## config.mk

```make
export PLATFORM = sky130hd
export DESIGN_NAME = successive_clap_counter
export DESIGN_NICKNAME = d
export VERILOG_FILES = /design/src/rtl/successive_clap_counter.sv
export SDC_FILE = /design/constraint.sdc
export NUM_CORES = 1
export LEC_CHECK = 0
export CAP_MARGIN = 20
export CORE_MARGIN = 4
export CORE_UTILIZATION = 54
export DETAILED_ROUTE_END_ITERATION = 10
export GPL_TIMING_DRIVEN = 0
export PLACE_DENSITY = 0.73
export SLEW_MARGIN = 40
export SYNTH_ARGS = -nofsm -noshare
export SYNTH_HDL_FRONTEND = slang
export SYNTH_SLANG_ARGS = --single-unit
```

## constraint.sdc

```tcl
create_clock -name clock -period 2.95 [get_ports clock]
set_input_delay 0.59 -clock clock [delete_from_list [all_inputs] [get_ports clock]]
set_output_delay 0.59 -clock clock [all_outputs]
set_load 0.03 [all_outputs]
```

## src/rtl/successive_clap_counter.sv

```systemverilog
// Groups single-cycle clap pulses into bursts and emits each burst length as one valid/ready transfer.
// Optional echo rejection: define SUCCLAP_REFRACTORY_EN to ignore claps arriving too soon after the previous one.
module successive_clap_counter #(
    parameter int unsigned SUC_CLAPS_WIDTH    = 16,
    parameter int unsigned TIMER_WIDTH        = 32,
    parameter int unsigned GAP_TIMEOUT_CYCLES = 25000000,
    parameter int unsigned REFRACTORY_CYCLES  = 2500000
) (
    input  logic                       clock,
    input  logic                       nreset,
    input  logic                       clap_det,
    output logic [SUC_CLAPS_WIDTH-1:0] suc_claps_data,
    output logic                       suc_claps_valid,
    input  logic                       suc_claps_ready
);

    typedef enum logic [1:0] {
        IDLE,
        COUNT,
        OUTPUT
    } state_t;

    localparam logic [TIMER_WIDTH-1:0]     TIMER_LAST = TIMER_WIDTH'(GAP_TIMEOUT_CYCLES - 1);
    localparam logic [SUC_CLAPS_WIDTH-1:0] COUNT_MAX  = '1;

    // Reject parameter sets where the gap could never outlast the refractory window.
    if (GAP_TIMEOUT_CYCLES < 2 || GAP_TIMEOUT_CYCLES <= REFRACTORY_CYCLES) begin : g_param_check
        $error("successive_clap_counter: GAP_TIMEOUT_CYCLES must be >= 2 and > REFRACTORY_CYCLES");
    end

    state_t                     state, state_nxt;
    logic [SUC_CLAPS_WIDTH-1:0] count, count_nxt;
    logic [TIMER_WIDTH-1:0]     timer, timer_nxt;
    logic [SUC_CLAPS_WIDTH-1:0] data_nxt;
    logic                       valid_nxt;
    logic                       clap_accept;

`ifdef SUCCLAP_REFRACTORY_EN
    // Pulses inside the refractory window are treated as echoes and leave the timer running.
    assign clap_accept = clap_det && (timer >= TIMER_WIDTH'(REFRACTORY_CYCLES));
`else
    assign clap_accept = clap_det;
`endif

    always_ff @(posedge clock or negedge nreset) begin
        if (!nreset) begin
            state           <= IDLE;
            count           <= '0;
            timer           <= '0;
            suc_claps_data  <= '0;
            suc_claps_valid <= 1'b0;
        end else begin
            state           <= state_nxt;
            count           <= count_nxt;
            timer           <= timer_nxt;
            suc_claps_data  <= data_nxt;
            suc_claps_valid <= valid_nxt;
        end
    end

    always_comb begin
        state_nxt = state;
        count_nxt = count;
        timer_nxt = timer;
        data_nxt  = suc_claps_data;
        valid_nxt = suc_claps_valid;

        case (state)
            IDLE: begin
                if (clap_det) begin
                    count_nxt = SUC_CLAPS_WIDTH'(1);
                    timer_nxt = '0;
                    state_nxt = COUNT;
                end
            end
            COUNT: begin
                // A clap on the timeout edge extends the burst rather than closing it.
                if (clap_accept) begin
                    if (count != COUNT_MAX) begin
                        count_nxt = count + SUC_CLAPS_WIDTH'(1);
                    end
                    timer_nxt = '0;
                end else if (timer == TIMER_LAST) begin
                    data_nxt  = count;
                    valid_nxt = 1'b1;
                    state_nxt = OUTPUT;
                end else begin
                    timer_nxt = timer + TIMER_WIDTH'(1);
                end
            end
            OUTPUT: begin
                // Claps are dropped while the result waits for the consumer.
                if (suc_claps_valid && suc_claps_ready) begin
                    valid_nxt = 1'b0;
                    count_nxt = '0;
                    timer_nxt = '0;
                    state_nxt = IDLE;
                end
            end
            default: begin
                state_nxt = IDLE;
            end
        endcase
    end

endmodule

```

==> out/results.tsv <==
metric	value	unit
status	finished clean	
Clk Latency, worst-skew pair	0.35	ns
H-Tree Depth	3	
setup repair after global routing missed its margin	no	
die width	91.8	um
Area Growth Syn to Fin	16.6	%
Post-Synth Simple-Gate Area	25.0	%
asr flop ratio synth	100	%
fmax	366	MHz
Post-Synth Adder-Cell Area	1.98	%
number of diodes	0	
Avg WL per Cell	18.3	um
CTS Buf Count	9	
Sw Pwr	940	uW
synthesis warning total	0	
clock root buffer	clkbuf_8	
Via density	6.47	
Reg2Reg Setup Slack	0.22	ns
final worst slack	0.220	ns
Max IR drop VDD	0.357	mV
DP Area	4140	um2
sequential share of power	38.2	%
row cnt	30	
DR vias	3473	
clk buf depth	2	
I/O pin count	21	
hold violation count in the final report	0	
die height	91.8	um
top cells by area, synth	dfrtp_1, o21ai_0, mux2_2, a31oi_1, nand2_1	
Int Pwr	1790	uW
Syn Inst Count	402	
drt drc	0	
Clk pwr share	35.4	%
Comb power frac	26.4	%
HPWL Detailed	6.78	mm
WP data required	3.22	ns
maximum capacitance violations	0	
Fillers	553	
clk sinks	67	
CP Class	reg -> reg	
prevailing post-synth register cell	dfrtp_1	
fin crit share	92.5	%
leakage power	0.00187	uW
post-synthesis mux area share	4.72	%
post-synthesis xor/xnor area fraction	0	%
clock skew	0.00532	ns
initial antenna violation count	0	
CORE AREA	6790	um2
largest family of logic cells by synthesized area	simple AND/OR/NAND/NOR gates	
Tot Pwr	2730	uW
number of DRC markers in iteration 0	326	
slew margin rel.	43.1	%
Yosys cell types	52	
number of flops mapped to enable cells by yosys	0	
sequential element share of the synthesized area	44.2	%
most frequent cell after synthesis	dfrtp_1	
Post-CTS Hold Fix Bufs	0	
final setup fails	0	
leading area contributor after synthesis	dfrtp_1	
CP Launch Type	flop	
largest net degree at the start of global routing	48	
Synth Cell Area	3790	um2
Synth top cells by count	dfrtp_1, nand2_1, o21ai_0	
post-synthesis average cell area	9.43	um2
GPL Wtd Cong	0.912	
worst hold-check path type	in -> async	
PortBufs	19	
Critical Path AT	3.00	ns
final core occ	65.0	%
grt ovf	0	
die area	8420	um2
post-layout min period	2.73	ns
CP Max Fanout	10	
Yosys reg bits	67	
Crit. End Element	flop	
Syn Nets	412	
Setup Slack @ Placement	-0.285	ns
layout cells sized above 1	13.2	%
Max Slew Vio Count	0	
switching portion of total power	34.5	%
Antenna Nets Post-Route	0	
top cell type's share of synthesized area	44.2	%
TritonCTS clock tree	built	
first-pass GRT wire length	16.7	mm
nets@finish	446	
Slew @ Worst Pin	0.851	ns
Initial Util	55.8	%
First-pass DRT Iterations	5	
vias in the first global route	3384	
clock transition at the registers of the reported paths	0.07	ns
post-route cell area	4420	um2
Total GRT Usage	24.9	%
DRT Wirelength	9.84	mm
Compound-Gate Fraction of Synth Area	20.1	%
PD cells	617	nW/um2
## timing repair
item / in CTS / in global routing
gates cloned: 0 / 0
setup buffers: 0 / 3
gates resized for setup: 1 / 2
endpoints found under the setup margin: 5 / 16
pin swaps: 0 / 1
## cells in the final DEF (no fill, tap or decap), drive strengths merged, types with 4 or more instances in the layout
cell and count:
a21oi 10, a221o 9, a31oi 24, and3 11, and4 10, buf 12
clkbuf 21, clkdlybuf4s50 18, dfrtp 67, ha 6, inv 14, mux2 15
nand2 36, nand2b 5, nand3 21, nand4 16, nor2 25, nor3 6
nor4 14, o211ai 8, o21a 4, o21ai 35, o31ai 6, or3 4
or4 10
## per-layer routing
metal	wire, um	GRT usage, %
met5	0	0
met4	238	11.5
met3	639	3.94
met2	4900	42.4
met1	4060	31.0
## worst max-delay path, cell delays in order (launching register included)
cell	delay, ns
dfrtp_1	0.41
inv_1	0.10
ha_1	0.24
a21bo_2	0.24
nand3_1	0.22
nor2_2	0.36
clkbuf_1	0.44
clkbuf_2	0.35
a31oi_1	0.12
a31oi_1	0.17
## kinds of logic (layout without fill, tap and decap cells)
kind of cell | Yosys count | count (layout)
adders and majority gates | 6 | 6
muxes | 16 | 16
DFF | 67 | 67
AOI/OAI and AO/OA | 114 | 114
buffers and inverters | 32 | 71
and+or+nand+nor | 167 | 167
## cell type report
type	count	area (um2)	area share (%)
Buffer	18	98.8	2.24
Clock buffer	10	138	3.12
Clock inverter	6	113	2.55
Inverter	14	52.6	1.19
Multi-Input combinational cell	303	1980	44.8
Sequential cell	67	1680	37.9
Tap cell	96	120	2.72
Timing Repair Buffer	23	241	5.47
## per-stage QoR
stage	setup TNS (ns)	hold WS [ns]	instances
2_1_floorplan	0	0.294	402
3_3_place_gp	-69.43	0.464	517
3_5_place_dp	-2.53	0.453	518
4_1_cts	0	0.0741	534
5_1_grt	0	0.0774	537
6_report	0	0.0720	537
## sequential cells by signal, summed over array words and instances, names as in the netlist
signal           flops
timer               32
count               16
suc_claps_data      16
state                2
suc_claps_valid      1
## final timing paths
check                           from        end  cells past startpoint
setup / recovery            state[0]  timer[10]                      9
hold reg to reg            timer[21]  timer[21]                      1
setup reg to reg            state[0]  timer[10]                      9
hold / removal                nreset  timer[14]                      1
max in group asynchronous     nreset   count[2]                      2
min in group clock         timer[21]  timer[21]                      1
## power groups by stage
stage	Sequential (uW)	Combinational (uW)	Clock (uW)
5_1_grt	1050	806	1020
4_1_cts	1040	717	975
3_3_place_gp	1060	695	0
2_1_floorplan	1050	489	0
3_5_place_dp	1060	709	0
6_report	1040	721	964
(Power assumes the default switching activity.)
